===== src/rtl/ctrl_pipe_chain.sv =====
// Chain of control-word pipeline registers with per-stage stall, flush and exception kill mask.
// Also keeps a saturating count of bubbles retired and a sticky flag for illegal stall patterns.
module ctrl_pipe_chain #(
    parameter int               WIDTH     = 32,
    parameter int               STAGES    = 3,
    parameter logic [WIDTH-1:0] KILL_MASK = '0
) (
    input  logic                      clk,
    input  logic                      rst,
    input  logic [WIDTH-1:0]          in_data,
    input  logic                      in_valid,
    input  logic [STAGES-1:0]         stall,
    input  logic [STAGES-1:0]         flush,
    input  logic [STAGES-1:0]         except,
    output logic [STAGES*WIDTH-1:0]   stage_data,
    output logic [STAGES-1:0]         stage_valid,
    output logic [15:0]               bub_cnt,
    output logic                      stall_err
);

    logic [WIDTH-1:0]  data_q  [STAGES];
    logic [WIDTH-1:0]  data_d  [STAGES];
    logic [STAGES-1:0] valid_q;
    logic [STAGES-1:0] valid_d;
    logic [15:0]       bub_cnt_q;
    logic              stall_err_q;
    logic              stall_err_set;

    // Every stage decides from pre-edge state only, so words advancing in
    // neighbouring stages in the same cycle are never lost.
    always_comb begin
        data_d  = data_q;
        valid_d = valid_q;
        for (int i = 0; i < STAGES; i++) begin
            int prev;
            prev = (i > 0) ? i - 1 : 0;
            if (flush[i]) begin
                data_d[i]  = '0;
                valid_d[i] = 1'b0;
            end else if (stall[i]) begin
                data_d[i]  = data_q[i];
                valid_d[i] = valid_q[i];
            end else if (i == 0) begin
                data_d[i]  = in_valid ? in_data : '0;
                valid_d[i] = in_valid;
            end else if (stall[prev]) begin
                // Upstream is holding its word; inject a bubble so it is not duplicated.
                data_d[i]  = '0;
                valid_d[i] = 1'b0;
            end else begin
                data_d[i]  = data_q[prev];
                valid_d[i] = valid_q[prev];
            end
        end
    end

    // A stage stalled while its feeder keeps moving would overwrite the feeder's word.
    always_comb begin
        stall_err_set = 1'b0;
        for (int i = 1; i < STAGES; i++) begin
            if (stall[i] && !stall[i-1] && !flush[i-1]) begin
                stall_err_set = 1'b1;
            end
        end
    end

    always_ff @(posedge clk or negedge rst) begin
        if (!rst) begin
            for (int i = 0; i < STAGES; i++) begin
                data_q[i] <= '0;
            end
            valid_q     <= '0;
            bub_cnt_q   <= '0;
            stall_err_q <= 1'b0;
        end else begin
            for (int i = 0; i < STAGES; i++) begin
                data_q[i] <= data_d[i];
            end
            valid_q <= valid_d;
            if (!stall[STAGES-1] && !valid_q[STAGES-1] && (bub_cnt_q != 16'hFFFF)) begin
                bub_cnt_q <= bub_cnt_q + 16'd1;
            end
            if (stall_err_set) begin
                stall_err_q <= 1'b1;
            end
        end
    end

    // Kill mask only affects what is shown; the stored word travels on intact.
    always_comb begin
        stage_data = '0;
        for (int i = 0; i < STAGES; i++) begin
            stage_data[i*WIDTH +: WIDTH] = except[i] ? (data_q[i] & ~KILL_MASK) : data_q[i];
        end
    end

    assign stage_valid = valid_q;
    assign bub_cnt     = bub_cnt_q;
    assign stall_err   = stall_err_q;

endmodule


===== config.mk =====
export PLATFORM = sky130hd
export DESIGN_NAME = ctrl_pipe_chain
export DESIGN_NICKNAME = d
export VERILOG_FILES = /design/src/rtl/ctrl_pipe_chain.sv
export SDC_FILE = /design/constraint.sdc
export NUM_CORES = 1
export LEC_CHECK = 0
export CORE_MARGIN = 2
export CORE_UTILIZATION = 47
export CTS_CLUSTER_SIZE = 30
export DETAILED_ROUTE_END_ITERATION = 16
export PLACE_DENSITY = 0.84
export SLEW_MARGIN = 30
export SYNTH_ARGS = -nofsm -noshare
export SYNTH_HDL_FRONTEND = slang
export SYNTH_SLANG_ARGS = --single-unit

===== constraint.sdc =====
create_clock -name clk -period 5.65 [get_ports clk]
set_input_delay 1.13 -clock clk [delete_from_list [all_inputs] [get_ports clk]]
set_output_delay 1.13 -clock clk [all_outputs]
set_load 0.02 [all_outputs]

Word level (Yosys, flattened, before mapping)
Cells that the tools add are included.
{"block": "word_totals", "reg_bits": 116, "inputBits": 44, "output_inout_bits": 116, "wordCells": 44}
{"block": "op_classes", "addsub": 1, "n_eq_ne": 4, "n_mux": 19, "n_reduce_logical": 12}
{"op": "$mux 32", "n": 9}
{"op": "$add 16x1->16 const B", "n": 1}
{"op": "$ne 16x16->1 const B", "n": 1}
{"op": "$mux 1", "n": 10}
{"op": "$logic_and 1x1->1", "n": 6}
{"op": "$logic_not 1->1", "n": 6}
{"op": "$ne 2x1->1 const B", "n": 3}

Depth between registers and ports, before layout
{"block": "logic_depth", "word_depth": 5, "mapped_depth": 6, "mapped_depth_nobuf": 5}

Worst setup path before layout
Ideal clock, no wire load.
{"block": "synth_path", "path_kind": "input port to flip-flop", "start": "input stall[2]", "end": "register bub_cnt_q[14] (netlist: bub_cnt[14])", "setup_ps": 128, "arrival_ps": 2177, "t_required_ps": 5522, "path_slack_ps": 3345, "cell_stages": 4, "path_buffers": 1, "cell_sequence": "or3_1 > buf_2 > nor4_4 > mux2_1"}
{"block": "synth_via", "elab_chain_len": 3}
{"element": "start, declared", "line": "12", "source": "input logic [STAGES-1:0] stall,"}
{"element": "$logic_not 1->1", "line": "80", "source": "if (!stall[STAGES-1] && !valid_q[STAGES-1] && (bub_cnt_q != 16'hFFFF)) begin"}
{"element": "$logic_and 1x1->1 (2 in series)", "line": "80"}
{"element": "end signal, assigned", "line": "81", "source": "bub_cnt_q <= bub_cnt_q + 16'd1;"}
{"element": "end, declared", "line": "25", "source": "logic [15:0] bub_cnt_q;"}
No other way between the ends.
A chain may end at the register's enable or synchronous reset.

Worst setup path after layout
{"block": "layout_path", "start": "register bub_cnt_q[7] (netlist: bub_cnt[7])", "end": "output bub_cnt[7]"}
{"element": "end, declared", "line": "17", "source": "output logic [15:0] bub_cnt,"}
No word-level cell between the ends.

==> results.toml <==
[run_status]
status = "completed"

[cts]
cts_buffers = 17
clk_pin_slew_worst_paths_ps = 60
clock_latency_ps = 500
cts_setup_buffers = 0
cts_tree = "yes"
cts_resized = 0
cts.htree.levels = 4
cts_root_buffer = "clkbuf_8"
cts_sinks = 116
clock_path_buffers = 2
cts_hold_buf = 0

[synthesis]
syn_area_mm2 = 0.00431
synthCells = 304
synth.distinct_cells = 32
synth_edf_count = 0
synthTopCellsByArea = "dfrtp_1, a22o_1, xor2_1"
synth_top_flop_cell = "dfrtp_1"
synthesis.nets = 349
yosysMostFrequentCell = "dfrtp_1"
synth.avg_cell_area_um2 = 14.2
synth_top_area_cell = "dfrtp_1"
ys.warnings.count = 0
synth_top_area_frac = 0.673
synth-async-reset-ratio = 1.00
netlist_top_cells_count = "dfrtp_1, a22o_1, clkbuf_1, xor2_1, nor3_1"
synth-seq-cells = 116
yosysSeqAreaShare = 0.673

[floorplan]
fp.coreArea_mm2 = 0.00881
start_util = 0.490
dieArea_mm2 = 0.00996
die_y_um = 99.8
die_w_um = 99.8
rows = 34
io_pins = 160

[sta]
fmax_ghz = 0.367
finalSetupViolations = 0
finalCritPeriodShare = 0.482
totalNegativeSetupSlack_ps = 0
fin_skew_ps = 7.14
maxSlewHeadroom = 0.520
period_needed_ps = 2720
worst_pin_slew_ps = 720
finalMaxSlewViolations = 0
final-hold-violation-count = 0
rsz0062_at_grt = "no"

[grt]
gr-total-overflow = 0
antenna_found_initial = 0
grt_pass1_vias = 3376
use_met2 = 0.376
grt-busiest-layer = "met2"
track_usage = 0.235
grt_first_pass_wirelength_um = 17800
grt_max_degree = 81
grtUsageMet3 = 0.0710
use_met1 = 0.306

[routing]
drc = 0
via_per_inst = 5.74
dr.pass1.iters = 4
dr_total_vias = 3351
first_iter_violations = 113
wire_per_inst_um = 19.4
drtAntennaViolNets = 0
wirelength_um = 11300

[setup_path]
critPathBufInv = 1
critPathKind = "flip-flop to output pin"
crit_start = "bub_cnt[7]$_DFFE_PN0P_"
reg2reg_from = "bub_cnt[0]$_DFFE_PN0P_"
cp.arrival_ps = 1590
crit_path_cell_trace = "clkdlybuf4s50_1"
crit_fanout = 6
crit_family = "buffers and inverters"
end_kind = "output pin"
start_kind = "flip-flop"
cp.required_ps = 4520
rrSetupSlack_ps = 3660
cpPeakStageDelay_ps = 650
cp_slowest_cell = "clkdlybuf4s50_1"

[layout]
num_antenna_cells = 0
nets = 508
area_growth_pct = 53.0
drive_gt1_frac = 0.101

[worst_hold_path]
min_path_type = "flip-flop to flip-flop"
hp-start = "stage_data[69]$_DFFE_PN0P_"

[placed_design]
port_buffers = 156
place_hpwl_um = 7490
place_congestion = 0.837

[power]
p_leak_nw = 3.00
ir_drop_mv = 0.235
finalPower_mw = 2.28
power.density_mw_per_mm2 = 345

[flow_run]
maxCapViolations = 0
[layout by cell type (no fill, tap or decap), types with 2 or more instances in the layout]
cell type	n
and3_1	3
a22o_1	98
clkinvlp_4	4
bufinv_16	3
clkbuf_16	16
a21oi_1	2
nor3_2	2
nor3_1	5
nor4_1	3
nor2b_2	3
nand4_1	3
xor2_1	11
clkinv_4	2
inv_6	4
nand3_1	6
dfrtp_1	116
clkdlybuf4s50_1	155
clkbuf_8	2
nand2_1	5
buf_4	7
nor2_1	5
mux2_1	2
a211oi_1	2
[area by class of cell]
cell class                 count  area [um^2]
sequential                   116         2900
fill                         578         2210
timing repair buffer         163         1620
multi-input combinational    164         1340
clock buffer                  19          432
clock inverter                13          173
tap                          108          135
inverter                       1         3.75
[state kept, by name (all words and copies together), names as in the netlist]
name,count
stall_err,1
stage_data,96
stage_valid,3
bub_cnt,16
[cell families after synthesis]
| logic type | Yosys count | share of synthesized area |
|---|---|---|
| DFF | 116 | 0.673 |
| AOI/OAI and AO/OA | 106 | 0.212 |
| and+or+nand+nor | 42 | 0.0586 |
| buffers and inverters | 24 | 0.0212 |
| xor gates and xnor gates | 12 | 0.0244 |
| muxes | 3 | 0.00783 |
| adders and majority gates | 1 | 0.00290 |
[through the flow]
step / area, um^2 / std cells / setup WS (ps) / hold slack, ps / utilization
floorplan: 4310 / 304 / 3350 / 596 / -
global placement: 5990 / 552 / 2740 / 479 / 0.680
detailed placement: 5990 / 552 / 2700 / 495 / 0.680
CTS: 6590 / 584 / 2900 / 509 / 0.749
global route: 6600 / 584 / 2870 / 517 / 0.749
finish: 6600 / 584 / 2930 / 503 / 0.749
[where the power goes]
part / internal, mW / leakage (nW) / switching (mW)
logic: 0.131 / 1.13 / 0.142
registers: 0.871 / 1.58 / 0.0492
clock network: 0.690 / 0.282 / 0.393
[final timing paths]
path / to / cells past startpoint
setup / recovery: bub_cnt[7] / 1
hold / removal: stage_data[69]$_DFFE_PN0P_ / 1
setup reg to reg: bub_cnt[14]$_DFFE_PN0P_ / 5
hold reg to reg: stage_data[69]$_DFFE_PN0P_ / 1
max in group asynchronous: stage_data[34]$_DFFE_PN0P_ / 2
min in group asynchronous: stage_data[29]$_DFFE_PN0P_ / 1
[per-layer routing]
| layer | wire length [um] | vias up |
|---|---|---|
| li1 | - | 1486 |
| met1 | 4750 | 1712 |
| met2 | 5550 | 133 |
| met3 | 723 | 20 |
| met4 | 295 | 0 |
| met5 | 0 | - |
(Power assumes the default switching activity.)
